$ cat config.mk
export PLATFORM = sky130hd
export DESIGN_NAME = lcd_fifo_ctrl
export DESIGN_NICKNAME = d
export VERILOG_FILES = /design/src/rtl/lcd_fifo_ctrl.sv
export SDC_FILE = /design/constraint.sdc
export NUM_CORES = 1
export LEC_CHECK = 0
export BUFFER_PORTS_ARGS = -buffer_cell sky130_fd_sc_hd__buf_2
export CORE_ASPECT_RATIO = 1.4
export CORE_MARGIN = 2
export CORE_UTILIZATION = 58
export DETAILED_ROUTE_END_ITERATION = 7
export MAX_ROUTING_LAYER = met4
export PLACE_DENSITY = 0.74
export SLEW_MARGIN = 20
export SYNTH_ARGS = -nofsm -noshare
export SYNTH_HDL_FRONTEND = slang
export SYNTH_SLANG_ARGS = --single-unit
$ cat constraint.sdc
create_clock -name clk -period 4.5 [get_ports clk]
set_input_delay 0.9 -clock clk [delete_from_list [all_inputs] [get_ports clk]]
set_output_delay 0.9 -clock clk [all_outputs]
set_load 0.02 [all_outputs]
$ cat src/rtl/lcd_fifo_ctrl.sv
// Bus-slave command FIFO feeding an HD44780-style LCD write sequencer.
// Each queued byte is sent as one 8-bit phase or two 4-bit phases, followed by an execution wait.
module lcd_fifo_ctrl #(
    parameter int FIFO_DEPTH  = 16,
    parameter int T_SETUP     = 4,
    parameter int T_EN        = 12,
    parameter int T_HOLD      = 4,
    parameter int T_EXEC      = 2000,
    parameter int T_EXEC_LONG = 82000,
    parameter int BUS_4BIT    = 0
) (
    input  logic       clk,
    input  logic       reset,
    input  logic [1:0] address,
    input  logic       chipselect,
    input  logic       read,
    input  logic       write,
    input  logic [7:0] writedata,
    output logic [7:0] readdata,
    output logic       waitrequest,
    inout  wire  [7:0] LCD_DATA,
    output logic       LCD_ON,
    output logic       LCD_BLON,
    output logic       LCD_EN,
    output logic       LCD_RS,
    output logic       LCD_RW
);

    localparam int AW = $clog2(FIFO_DEPTH);
    localparam int M1 = (T_SETUP > T_EN) ? T_SETUP : T_EN;
    localparam int M2 = (M1 > T_HOLD) ? M1 : T_HOLD;
    localparam int M3 = (M2 > T_EXEC) ? M2 : T_EXEC;
    localparam int M4 = (M3 > T_EXEC_LONG) ? M3 : T_EXEC_LONG;
    localparam int CW = $clog2(M4 + 1);

    localparam logic [CW-1:0] C_SETUP     = CW'(T_SETUP - 1);
    localparam logic [CW-1:0] C_EN        = CW'(T_EN - 1);
    localparam logic [CW-1:0] C_HOLD      = CW'(T_HOLD - 1);
    localparam logic [CW-1:0] C_EXEC      = CW'(T_EXEC - 1);
    localparam logic [CW-1:0] C_EXEC_LONG = CW'(T_EXEC_LONG - 1);
    localparam logic [AW:0]   FULL_LEVEL  = FIFO_DEPTH[AW:0];

    typedef enum logic [2:0] {IDLE, SETUP, ENABLE, HOLD, EXEC} state_t;

    state_t        state;
    logic [CW-1:0] cnt;
    logic [8:0]    mem [FIFO_DEPTH];
    logic [AW:0]   wr_ptr;
    logic [AW:0]   rd_ptr;
    logic [AW:0]   level;
    logic [5:0]    level6;
    logic [8:0]    head;
    logic          empty;
    logic          full;
    logic          push_req;
    logic          push;
    logic          pop;
    logic          busy;
    logic          long_exec;
    logic          low_phase;
    logic          cur_rs;
    logic [7:0]    cur;
    logic [7:0]    lcd_data_q;

    assign level     = wr_ptr - rd_ptr;
    assign level6    = 6'(level);
    assign empty     = (level == '0);
    assign full      = (level == FULL_LEVEL);
    assign push_req  = chipselect && write && !address[1];
    // Fullness is judged on the registered level only, so a same-cycle pop never frees a slot.
    assign waitrequest = push_req && full;
    assign push      = push_req && !full;
    assign pop       = (state == IDLE) && !empty;
    assign head      = mem[rd_ptr[AW-1:0]];
    assign busy      = (state != IDLE) || !empty;
    assign long_exec = !cur_rs && (cur <= 8'h03);

    assign LCD_DATA  = lcd_data_q;
    assign LCD_RW    = 1'b0;

    always_ff @(posedge clk or negedge reset) begin
        if (!reset) begin
            wr_ptr <= '0;
            rd_ptr <= '0;
        end else begin
            if (push) wr_ptr <= wr_ptr + 1'b1;
            if (pop)  rd_ptr <= rd_ptr + 1'b1;
        end
    end

    always_ff @(posedge clk) begin
        if (push) mem[wr_ptr[AW-1:0]] <= {address[0], writedata};
    end

    always_ff @(posedge clk or negedge reset) begin
        if (!reset) begin
            LCD_ON   <= 1'b0;
            LCD_BLON <= 1'b0;
        end else if (chipselect && write && address == 2'd3) begin
            LCD_ON   <= writedata[0];
            LCD_BLON <= writedata[1];
        end
    end

    // In 4-bit mode HOLD loops back to SETUP once to send the low nibble before EXEC.
    always_ff @(posedge clk or negedge reset) begin
        if (!reset) begin
            state      <= IDLE;
            cnt        <= '0;
            cur        <= 8'h00;
            cur_rs     <= 1'b0;
            low_phase  <= 1'b0;
            LCD_EN     <= 1'b0;
            LCD_RS     <= 1'b0;
            lcd_data_q <= 8'h00;
        end else begin
            case (state)
                IDLE: begin
                    if (pop) begin
                        cur        <= head[7:0];
                        cur_rs     <= head[8];
                        LCD_RS     <= head[8];
                        lcd_data_q <= (BUS_4BIT != 0) ? {head[7:4], 4'h0} : head[7:0];
                        low_phase  <= 1'b0;
                        cnt        <= C_SETUP;
                        state      <= SETUP;
                    end
                end
                SETUP: begin
                    if (cnt == '0) begin
                        LCD_EN <= 1'b1;
                        cnt    <= C_EN;
                        state  <= ENABLE;
                    end else begin
                        cnt <= cnt - CW'(1);
                    end
                end
                ENABLE: begin
                    if (cnt == '0) begin
                        LCD_EN <= 1'b0;
                        cnt    <= C_HOLD;
                        state  <= HOLD;
                    end else begin
                        cnt <= cnt - CW'(1);
                    end
                end
                HOLD: begin
                    if (cnt == '0) begin
                        if ((BUS_4BIT != 0) && !low_phase) begin
                            low_phase  <= 1'b1;
                            lcd_data_q <= {cur[3:0], 4'h0};
                            cnt        <= C_SETUP;
                            state      <= SETUP;
                        end else begin
                            cnt   <= long_exec ? C_EXEC_LONG : C_EXEC;
                            state <= EXEC;
                        end
                    end else begin
                        cnt <= cnt - CW'(1);
                    end
                end
                EXEC: begin
                    if (cnt == '0) state <= IDLE;
                    else           cnt   <= cnt - CW'(1);
                end
                default: state <= IDLE;
            endcase
        end
    end

    always_comb begin
        readdata = 8'h00;
        if (chipselect && read) begin
            case (address)
                2'd2:    readdata = {level6, full, busy};
                2'd3:    readdata = {6'b0, LCD_BLON, LCD_ON};
                default: readdata = 8'h00;
            endcase
        end
    end

endmodule
==> results.md, run 1 <==
* Clk pin slew, worst setup/hold paths at 0.07 ns
* Final setup violation count at 0
* Leakage Power at approximately 3.2 nW
* Max VDD drop at approximately 0.34 mV
* P per Cell Area at around 630 nW/um2
* Placed Cells at between 600 and 700
* Seq/Total Area, Yosys at approximately two thirds
* Initial core utilization at roughly 59%
* Synth Area in Compound Gates at 5.177%
* Critical Path End: readdata[0]
* TritonCTS Buffers at 17
* Post-route ant nets at 0
* Netlist cell types at 57
* Yosys reg bits at ~190
* Slowest-stage cell, CP: or3_1
* First-pass GRT wire length at about 25000 um
* Starting DRT DRC Count at between 300 and 400
* Asr flop ratio synth at a little under a quarter
* Area grow syn2layout at 10.99%
* Post-Route WL at 16130 um
* Synth Area in Adders at around 1.8%
* Critical Path End Type: output pin
* Die ar. at about 15000 um2
* XOR/XNOR Fraction of Synth Area at between 1.5 and 2%
* Final hold vios at 0
* Clock Path Buffers at 2
* R2R cell count at 9
* CTS tree: done
* Crit path DAT at 3.00 ns
* Post-DP HPWL at between 10000 and 15000 um
* Site Rows at 50
* Setup Fix Bufs, Post-CTS at 0
* Cells after Synth at between 400 and 500
* Status: completed
* Worst Tran Pin Value at roughly 0.97 ns
* Mux cell area share after synthesis at between 10 and 15%
* Share of layout cells above drive strength 1 at around 24%
* Period utilization at between 80% and 90%
* Worst R2R Start: wr_ptr[0]$_DFFE_PN0P_
* Final #Nets at approximately 540
* Die Ht at 143.0 um
* Max-cap violation count at 0
* R2r setup slk at about 1.3 ns
* PortBufs at 26
* Pins Over Slew Limit at 0
* Post-place setup slack at roughly 1.0 ns
* N_diodes at 0
* Cell area after layout at around 8900 um2
* Synthesized-area fraction occupied by and/or/nand/nor cells at about 8.2%
* Gpl congestion at 0.9625
* Origin of the worst setup path: wr_ptr[0]$_DFFE_PN0P_
* Setup TNS at 0 ns
* Core box area at 13450 um2
* Pin count of the biggest net entering global routing at 43
* CP dominant cell by count: nor2_1
* GRT Residual Overflow at 0
* WS Path Type: flip-flop to output pin
* Critical Path RT at 3.60 ns
* Residual DRC at 0
* # fillers at 917
* Post_cts resized at 0
* Worst stage delay on the critical path at ~0.44 ns
* IO Count at 37
* Initial antenna violation count at 0
* GRT Overall Usage at 24.36%
* Largest family of logic cells by synthesized area: multiplexers
* Startpoint types: flip-flop
* Wire per inst at between 20 and 25 um
* Max FO, Critical Path at 4
* Clock Latency Late Sink at approximately 0.43 ns
* Tmin final at just under 4 ns
* CTS Root Cell: clkbuf_16
* Power Total at 0.005580 W
* Relative slew slack at roughly 36%
* Post-Layout Cell Count at approximately 700
* Number of synthesized flops with an enable pin at ~140
* Via-to-Cell Ratio at between 6 and 7
* Die width at between 100 and 150 um
* Clock sink count at about 190
* Drt pass-1 iters at 4
* Post-Syn Area at approximately 8000 um2
* Yosys warns at 0
* Fmax at approximately 260 MHz
* Setup ws final at around 0.60 ns
* Hold buffers post-CTS at 0
* Mean Syn Cell Area at approximately 17 um2
* Worst Hold Class: flip-flop to flip-flop
* Vias in the first global route at around 4500
* Post-DP Area at ~8300 um2
* Worst R2R End: mem[15][4]$_DFFE_PP_
* H-tree depth at 4
* Skew final at approximately 0.011 ns
* Unrepaired setup endpoints after global routing: no
* Synth Flop Type: edfxtp_1
* Crit-path cells: inv_1, ha_1, fa_1, nand2b_1, a221oi_1, nor2_1, or3_1, mux2i_1, nor2_1, buf_2
* DR vias at between 4000 and 5000
## worst min path at each step
stage,from,depth (start not counted),endpoint,slack [ns]
floorplan,wr_ptr[4]$_DFFE_PN0P_,1,wr_ptr[4]$_DFFE_PN0P_,0.46
global placement,rd_ptr[4]$_DFFE_PN0P_,1,rd_ptr[4]$_DFFE_PN0P_,0.47
detailed placement,rd_ptr[4]$_DFFE_PN0P_,1,rd_ptr[4]$_DFFE_PN0P_,0.48
CTS,rd_ptr[4]$_DFFE_PN0P_,1,rd_ptr[4]$_DFFE_PN0P_,0.49
global route,rd_ptr[4]$_DFFE_PN0P_,1,rd_ptr[4]$_DFFE_PN0P_,0.52
finish,rd_ptr[4]$_DFFE_PN0P_,1,rd_ptr[4]$_DFFE_PN0P_,0.49
## cells in the mapped netlist (all sizes together), types with 2 or more instances
cell    number  share of area (%)
edfxtp     144                 54
mux4        45                 13
dfrtp       42                 13
nor2        30                1.4
nand2       21               0.99
o21ai       17                1.1
and3        15                1.2
a21oi       12               0.75
clkbuf      12               0.56
mux2        12                1.7
buf         10               0.66
ha          10                1.6
xnor2        9               0.99
inv          8               0.38
a21o         7               0.66
nand3        7               0.44
o31ai        7               0.66
nand2b       6               0.47
nor3         6               0.44
nor4         5               0.66
or3          5               0.39
xor2         5               0.55
nor2b        4               0.31
a31oi        3               0.23
and2         3               0.23
nand4        3               0.23
or4          3               0.33
a22o         2               0.22
and4         2               0.22
nand3b       2               0.19
o211ai       2               0.19
o21a         2               0.19
o21bai       2               0.19
o41ai        2               0.22
or2          2               0.16
## logic make-up after synthesis
| logic type | count (synthesis) |
|---|---|
| muxes | 58 |
| adders and majority gates | 11 |
| other | 1 |
| DFF | 186 |
| buffers and inverters | 30 |
| xor gates and xnor gates | 14 |
| AOI/OAI and AO/OA | 64 |
| and+or+nand+nor | 118 |
## through the flow
| step | utilization (%) | hold WS [ns] |
|---|---|---|
| after global routing | 66.02 | 0.5229 |
| final | 66.02 | 0.4862 |
| after CTS | 66.02 | 0.4885 |
| after global placement | 61.84 | 0.4739 |
| after detailed placement | 61.84 | 0.4797 |
| after floorplan | - | 0.4604 |
## cells in the final DEF (no fill, tap or decap), types with 3 or more instances in the layout
master,instances
nand2b_1,6
clkinv_4,3
edfxtp_1,144
nand3_1,7
and3_1,15
a21o_1,7
nor4_1,3
buf_2,26
or3_1,5
clkbuf_16,17
inv_6,4
a31oi_1,3
buf_4,7
and2_1,3
nor2b_1,4
ha_1,10
mux2_2,12
nand4_1,3
dfrtp_1,41
nor2_1,30
nand2_1,21
o21ai_1,5
nor3_1,5
xor2_1,5
o21ai_0,12
o31ai_1,7
mux4_2,45
inv_1,8
a21oi_1,12
xnor2_1,9
## sequential cells by signal, indices dropped and copies added, names as in the netlist
name      cells
LCD_BLON      1
LCD_DATA      8
LCD_EN        1
LCD_ON        1
cnt          17
cur_rs        1
mem         144
rd_ptr        5
state         3
wr_ptr        5
## worst max-delay path: cells and delay by family, from the launching register on
| family | cells | cell delay [ns] |
|---|---|---|
| AND/OR/NAND/NOR | 4 | 0.81 |
| adder cells (fa/ha/maj) | 2 | 0.66 |
| flip-flops | 1 | 0.40 |
| AO/OA/AOI/OAI | 1 | 0.29 |
| buffers and inverters | 2 | 0.27 |
| multiplexers | 1 | 0.15 |
## area by class of cell
class | count | area [um2] | area share (%)
repair buffers | 33 | 182.7 | 2.057
clock buffers | 18 | 429.2 | 4.833
well taps | 182 | 227.7 | 2.564
flip-flops and latches | 186 | 5376 | 60.55
multi-input cells | 267 | 2501 | 28.17
inverters | 8 | 30.03 | 0.3382
clock inverters | 13 | 132.6 | 1.494
## routing by layer
layer  track usage (%)  share of wire (%)  vias up
met4             9.141                2.7        0
met3             5.482                3.3       37
met2             41.01                 54       93
li1                  -                  -     1965
met1             28.48                 39     2238
met5                 -                  0        -
## report_power, final
part,internal [W],switching (W),total [W]
clock network,0.000774,0.000647,0.00142
registers,0.00205,0.000284,0.00233
logic,0.000876,0.000950,0.00183
total,0.00370,0.00188,0.00558
No activity file was read; power rests on OpenSTA's default activity.
==> inputs of run 2 (changes only) <==
--- a/config.mk
+++ b/config.mk
@@ -6,12 +6,13 @@
 export NUM_CORES = 1
 export LEC_CHECK = 0
 export BUFFER_PORTS_ARGS = -buffer_cell sky130_fd_sc_hd__buf_2
-export CORE_ASPECT_RATIO = 1.4
+export CELL_PAD_IN_SITES_DETAIL_PLACEMENT = 2
+export CELL_PAD_IN_SITES_GLOBAL_PLACEMENT = 2
 export CORE_MARGIN = 2
-export CORE_UTILIZATION = 58
+export CORE_UTILIZATION = 46
 export DETAILED_ROUTE_END_ITERATION = 7
 export MAX_ROUTING_LAYER = met4
-export PLACE_DENSITY = 0.74
+export PLACE_DENSITY = 0.77
 export SLEW_MARGIN = 20
 export SYNTH_ARGS = -nofsm -noshare
 export SYNTH_HDL_FRONTEND = slang
==> run 2 against run 1 <==
Effect of this change:
- clock-buffer cell count decreased by 1
- die area increased by 25%
- design area increased by 1.7%
- register-to-register slack got worse by 0.16 ns
- clock skew increased by 0.011 ns
- critical endpoint unchanged
- largest power group unchanged
==> results.md, run 2 (synthesis results as in run 1) <==
* Status: completed
* IO Count at 37 (unchanged)
* Worst Hold Class: primary input to asynchronous set/reset pin
* CP dominant cell by count: nor2_1
* Max FO, Critical Path at 4 (unchanged)
* CP top delay family: simple AND/OR/NAND/NOR gates
* WP depth at 10 (unchanged)
* Max FFs per register at 144 (unchanged)
* Core box area at 17180 um2 (+28%)
* WS Path Type: flip-flop to output pin
* Tmin final at 3.991 ns (+0.08727 ns)
* Wire per inst at 26.96 um (+18%)
* DR vias at 4471 (+3.2%)
* CTS Root Cell: clkbuf_16
* Share of layout cells above drive strength 1 at 25.05% (+0.67 points)
* H-tree depth at 4 (unchanged)
* Final #Nets at 540 (+0.19%)
* Final setup violation count at 0 (unchanged)
* First-pass GRT wire length at 31250 um (+25%)
* Skew final at 0.02178 ns (+0.01089 ns)
* Residual DRC at 0 (unchanged)
* Initial antenna violation count at 1 (+1)
* Clock sink count at 186 (unchanged)
* Unrepaired setup endpoints after global routing: no
* Final hold vios at 0 (unchanged)
* Power Total at 0.005840 W (+4.6%)
* Clk pin slew, worst setup/hold paths at 0.07 ns (about the same)
* Post-DP Area at 8379 um2 (+0.74%)
* Cell area after layout at 9027 um2 (+1.7%)
* GRT Overall Usage at 24.50% (+0.14 points)
* GRT Residual Overflow at 0 (unchanged)
* Fmax at 250.6 MHz (-2.2%)
* R2R cell count at 9 (unchanged)
* Relative slew slack at 46.37% (+11 points)
* Clock Latency Late Sink at 0.45 ns (+0.02 ns)
* Clock Path Buffers at 2 (unchanged)
* Initial core utilization at 46.58% (-13 points)
* Site Rows at 48 (-4.0%)
* Most common cell after layout, fill and taps aside: edfxtp_1
* Via-to-Cell Ratio at 5.938 (-3.1%)
* Die width at 135.9 um (+32%)
* Crit-path cells: inv_1, ha_1, fa_1, nand2b_1, a221oi_1, nor2_1, or3_1, mux2i_1, nor2_1, buf_2
* Max-cap violation count at 0 (unchanged)
* Pins Over Slew Limit at 0 (unchanged)
* Post_cts resized at 0 (unchanged)
* PortBufs at 26 (unchanged)
* Die Ht at 135.9 um (-5.0%)
* Drt pass-1 iters at 4 (unchanged)
* Crit path DAT at 3.09 ns (+0.09 ns)
* P per Cell Area at 646.9 nW/um2 (+2.9%)
* Area grow syn2layout at 12.84%
* Slowest-stage cell, CP: or3_1
* Starting DRT DRC Count at 383 (+27%)
* WHS at 0.4402 ns (-0.04599 ns)
* Die ar. at 18460 um2 (+25%)
* Gpl congestion at 0.8004 (-17%)
* Critical Path End Type: output pin
* Final core utilization at 52.56% (-13 points)
* Post-Route WL at 20300 um (+26%)
* CP Buf/Inv Count at 2 (unchanged)
* Setup TNS at 0 ns (unchanged)
* Setup Fix Bufs, Post-CTS at 0 (unchanged)
* Startpoint types: flip-flop
* Most frequent cells in the layout: edfxtp_1 (144), mux4_2 (45), dfrtp_1 (41)
* Worst stage delay on the critical path at 0.45 ns (about the same)
* Period utilization at 88.69% (+1.9 points)
* CTS tree: done
* Vias in the first global route at 4946 (+11%)
* Post-route ant nets at 0 (unchanged)
* Worst Tran Pin Value at 0.8044 ns (-0.1614 ns)
* TritonCTS Buffers at 17 (unchanged)
* Pin count of the biggest net entering global routing at 43 (unchanged)
* Critical Path RT at 3.60 ns (about the same)
* Max VDD drop at 0.6044 mV (+80%)
* Leakage Power at 3.268 nW (+1.5%)
* Hold buffers post-CTS at 0 (unchanged)
* Post-DP HPWL at 13310 um (+21%)
[run 2: changes by cell type in the layout (fill, tap and decap cells not counted), sizes merged]
cell      delta
clkinvlp     -2
buf          +1
diode        +1
clkbuf       -1
clkinv       +4
[run 2: through the flow]
stage | instances | worst slack [ns]
2_1_floorplan | 483 | 0.9936
3_3_place_gp | 720 | 1.097
3_5_place_dp | 720 | 0.9464
4_1_cts | 752 | 0.4762
5_1_grt | 753 | 0.2605
6_report | 753 | 0.5090
[run 2: power by group]
group          internal (W)  switching (W)  total (W)
registers           0.00205       0.000272    0.00232
logic              0.000888        0.00105    0.00194
clock network      0.000818       0.000759    0.00158
[run 2: worst paths after layout]
path                                             from                 endpoint  slack [ns]
worst max-delay path            wr_ptr[0]$_DFFE_PN0P_              readdata[0]        0.51
worst min-delay path                            reset     LCD_BLON$_DFFE_PN0P_        0.44
worst max register to register  wr_ptr[0]$_DFFE_PN0P_     mem[10][0]$_DFFE_PP_        1.12
worst min register to register  rd_ptr[4]$_DFFE_PN0P_    rd_ptr[4]$_DFFE_PN0P_        0.50
max in group asynchronous                       reset  LCD_DATA[3]$_DFFE_PN0P_        3.63
min in group clk                rd_ptr[4]$_DFFE_PN0P_    rd_ptr[4]$_DFFE_PN0P_        0.50
[run 2: cell type report]
class / instances / area, um2
Fill cell: 1567 / 8149
Sequential cell: 186 / 5376
Multi-Input combinational cell: 267 / 2501
Clock buffer: 17 / 425.4
Tap cell: 225 / 281.5
Clock inverter: 15 / 217.7
Timing Repair Buffer: 34 / 192.7
Inverter: 8 / 30.03
Antenna cell: 1 / 2.502
[run 2: metal layers]
layer	routed length [um]	GRT usage, %	vias up
met1	8976	32.31	2394
met2	10320	39.90	91
met4	212	7.639	0
met3	787	3.505	16
li1	-	-	1970
met5	0	-	-
==> inputs of run 3 (changes only) <==
--- a/config.mk
+++ b/config.mk
@@ -5,14 +5,16 @@
 export SDC_FILE = /design/constraint.sdc
 export NUM_CORES = 1
 export LEC_CHECK = 0
+export ABC_AREA = 1
 export BUFFER_PORTS_ARGS = -buffer_cell sky130_fd_sc_hd__buf_2
 export CELL_PAD_IN_SITES_DETAIL_PLACEMENT = 2
 export CELL_PAD_IN_SITES_GLOBAL_PLACEMENT = 2
 export CORE_MARGIN = 2
-export CORE_UTILIZATION = 46
+export CORE_UTILIZATION = 41
 export DETAILED_ROUTE_END_ITERATION = 7
 export MAX_ROUTING_LAYER = met4
 export PLACE_DENSITY = 0.77
+export RECOVER_POWER = 100
 export SLEW_MARGIN = 20
 export SYNTH_ARGS = -nofsm -noshare
 export SYNTH_HDL_FRONTEND = slang
==> run 3 against run 2 <==
Effect of this change:
- the run now ends with max-capacitance violations, max-slew violations left
- via count grew 35%
- fmax about the same
- routed wire length increased by 29%
- core utilization decreased by 6.5 points
- clock power is 3% lower
- largest power group unchanged
==> results.md, run 3 <==
* Status: complete, but fails checks
* Failing checks: max-capacitance violations, max-slew violations
* Site Rows at 52 (+8.3%)
* Clock Latency Late Sink at 0.45 ns (about the same)
* Worst R2R End: mem[15][3]$_DFFE_PP_
* Max VDD drop at 0.2458 mV (-59%)
* Tmin final at 3.992 ns (+0.0006480 ns)
* Period utilization at 88.70% (about the same)
* WHS Path Cells at 2
* Area share of the largest cell type after synthesis at 51.71% (-2.3 points)
* Worst Tran Pin Value at 2.529 ns (+1.724 ns)
* Vias in the first global route at 6796 (+37%)
* Yosys warns at 0 (unchanged)
* Seq/Total Area, Yosys at 64.28% (-2.9 points)
* Most frequent cells in the layout: nand2_1 (146), edfxtp_1 (144), nor2_1 (123)
* TritonCTS Buffers at 17 (unchanged)
* Post-route ant nets at 0 (unchanged)
* Setup ws final at 0.5083 ns (-0.0006480 ns)
* Relative slew slack at -68.59% (-110 points)
* Initial core utilization at 41.59% (-5.0 points)
* IO Count at 37 (unchanged)
* Starting DRT DRC Count at 403 (+5.2%)
* Worst Hold Class: flip-flop to flip-flop
* Final setup violation count at 0 (unchanged)
* Synth Flop Type: edfxtp_1
* Hold buffers post-CTS at 0 (unchanged)
* Area contributors post-synth: edfxtp_1 (52%), dfrtp_1 (13%), nand2_1 (6.4%)
* CTS Root Cell: clkbuf_16
* CTS tree: done
* Residual DRC at 0 (unchanged)
* Asr flop ratio synth at 22.58% (unchanged)
* Crit path DAT at 3.09 ns (about the same)
* Mean Syn Cell Area at 10.69 um2 (-36%)
* Worst R2R Start: rd_ptr[1]$_DFFE_PN0P_
* Max FO, Critical Path at 31 (+27)
* Critical Path End Type: output pin
* Setup TNS at 0 ns (unchanged)
* Pin count of the biggest net entering global routing at 76 (+77%)
* Post-place setup slack at 1.152 ns (+0.2056 ns)
* Initial antenna violation count at 0 (-1)
* Synth cell count leaders: edfxtp_1 (144), nand2_1 (142), nor2_1 (123)
* Number of synthesized flops with an enable pin at 144 (unchanged)
* Post_cts resized at 0 (unchanged)
* N_diodes at 0 (-1)
* Skew final at 0.01636 ns (-0.005421 ns)
* Drt pass-1 iters at 5 (+1)
* Core box area at 20100 um2 (+17%)
* Unrepaired setup endpoints after global routing: no
* Wire per inst at 23.89 um (-11%)
* Critical Path RT at 3.60 ns (about the same)
* Clk pin slew, worst setup/hold paths at 0.09 ns (+0.02 ns)
* Max-cap violation count at 1 (+1)
* GRT Residual Overflow at 0 (unchanged)
* Leakage Power at 3.243 nW (-0.75%)
* Gpl congestion at 0.8025 (+0.26%)
* Clock sink count at 186 (unchanged)
* DR vias at 6032 (+35%)
* Startpoint types: flip-flop
* H-tree depth at 4 (unchanged)
* Cell taking the most area after synthesis: edfxtp_1
* Netlist cell types at 41 (-28%)
* PortBufs at 26 (unchanged)
* Post-DP HPWL at 17520 um (+32%)
* Yosys reg bits at 186 (unchanged)
* Post-Route WL at 26190 um (+29%)
* P per Cell Area at 424.6 nW/um2 (-34%)
* Share of layout cells above drive strength 1 at 8.838% (-16 points)
* WS Path Type: flip-flop to output pin
* Top-count cell post-synth: edfxtp_1
* HP Start: LCD_EN$_DFFE_PN0P_
* R2R cell count at 11 (+2)
* Max FFs per register at 144 (unchanged)
* Cells after Synth at 782 (+62%)
* Fmax at 250.5 MHz (about the same)
* Setup Fix Bufs, Post-CTS at 0 (unchanged)
* Clock Path Buffers at 2 (unchanged)
* Via-to-Cell Ratio at 5.504 (-7.3%)
* Die ar. at 21550 um2 (+17%)
* Die Ht at 146.8 um (+8.0%)
* Final core utilization at 46.03% (-6.5 points)
* GRT Overall Usage at 26.22% (+1.7 points)
* Most common cell after layout, fill and taps aside: nand2_1
* Post-Syn Area at 8362 um2 (+4.5%)
* Final #Nets at 839 (+55%)
* Final hold vios at 0 (unchanged)
* Hold Path Sink: LCD_EN$_DFFE_PN0P_
* R2r setup slk at 0.57 ns (-0.55 ns)
* Pins Over Slew Limit at 43 (+43)
* Area grow syn2layout at 10.67%
* Die width at 146.8 um (+8.0%)
* First-pass GRT wire length at 40770 um (+30%)
run 3: cell count changes in the layout (fill, tap and decap cells not counted), sizes merged, moves of 18 or more:
cell	previous run	this run
nor2	30	131
clkbuf	17	54
o21ai	17	99
nand3	7	37
nand2	21	152
o22ai	1	19
inv	14	48
mux4	45	0
buf	34	9
run 3: kinds of logic after synthesis:
| logic type | synth area share, % |
|---|---|
| AOI/OAI and AO/OA | 9.816 |
| xor gates and xnor gates | 1.766 |
| adders and majority gates | 1.736 |
| buffers and inverters | 4.264 |
| DFF | 64.28 |
| other | 0.04485 |
| and+or+nand+nor | 18.09 |
run 3: area by class of cell:
cell class | instances | area [um2]
Fill cell | 2102 | 10850
Inverter | 43 | 161.4
Clock buffer | 17 | 425.4
Tap cell | 270 | 337.8
Sequential cell | 186 | 5376
Timing Repair Buffer | 46 | 193.9
Multi-Input combinational cell | 519 | 2577
Clock inverter | 15 | 181.4
run 3: critical path: stages, from the launching register on:
cell	delay (ns)
dfrtp_1	0.35
buf_4	0.32
inv_1	0.42
ha_1	0.43
nand3_1	0.11
nand2_1	0.10
nand2_1	0.05
nand2_1	0.14
nand3_1	0.20
nor4_1	0.23
clkbuf_1	0.27
run 3: where the power goes:
part / switching, W / internal [W] / leakage [nW]
combinational: 0.000327 / 0.000110 / 1.16
sequential: 0.0000472 / 0.00191 / 1.80
clock: 0.000783 / 0.000752 / 0.287
run 3: worst max path at each step:
stage | end | depth (start not counted) | start
2_1_floorplan | waitrequest | 9 | wr_ptr[0]$_DFFE_PN0P_
3_3_place_gp | waitrequest | 9 | rd_ptr[1]$_DFFE_PN0P_
3_5_place_dp | waitrequest | 9 | rd_ptr[1]$_DFFE_PN0P_
4_1_cts | waitrequest | 10 | rd_ptr[1]$_DFFE_PN0P_
5_1_grt | mem[15][2]$_DFFE_PP_ | 10 | rd_ptr[2]$_DFFE_PN0P_
6_report | waitrequest | 10 | rd_ptr[1]$_DFFE_PN0P_
run 3: routing by layer:
layer | up-vias | global-route usage [%] | share of wire, %
met1 | 3126 | 32.23 | 42
met5 | - | - | 0
met4 | 0 | 7.816 | 1.9
met3 | 32 | 3.602 | 2.9
met2 | 112 | 45.35 | 53
li1 | 2762 | - | -
run 3: stage by stage:
| step | cell area [um2] | std cells | hold slack [ns] | power, W |
|---|---|---|---|---|
| floorplan | 8366 | 783 | 0.4702 | 0.002268 |
| global placement | 8790 | 1064 | 0.4636 | 0.002417 |
| detailed placement | 8790 | 1064 | 0.4802 | 0.002456 |
| CTS | 9397 | 1096 | 0.5011 | 0.003976 |
| global route | 9254 | 1096 | 0.5624 | 0.004056 |
| finish | 9254 | 1096 | 0.4991 | 0.003929 |
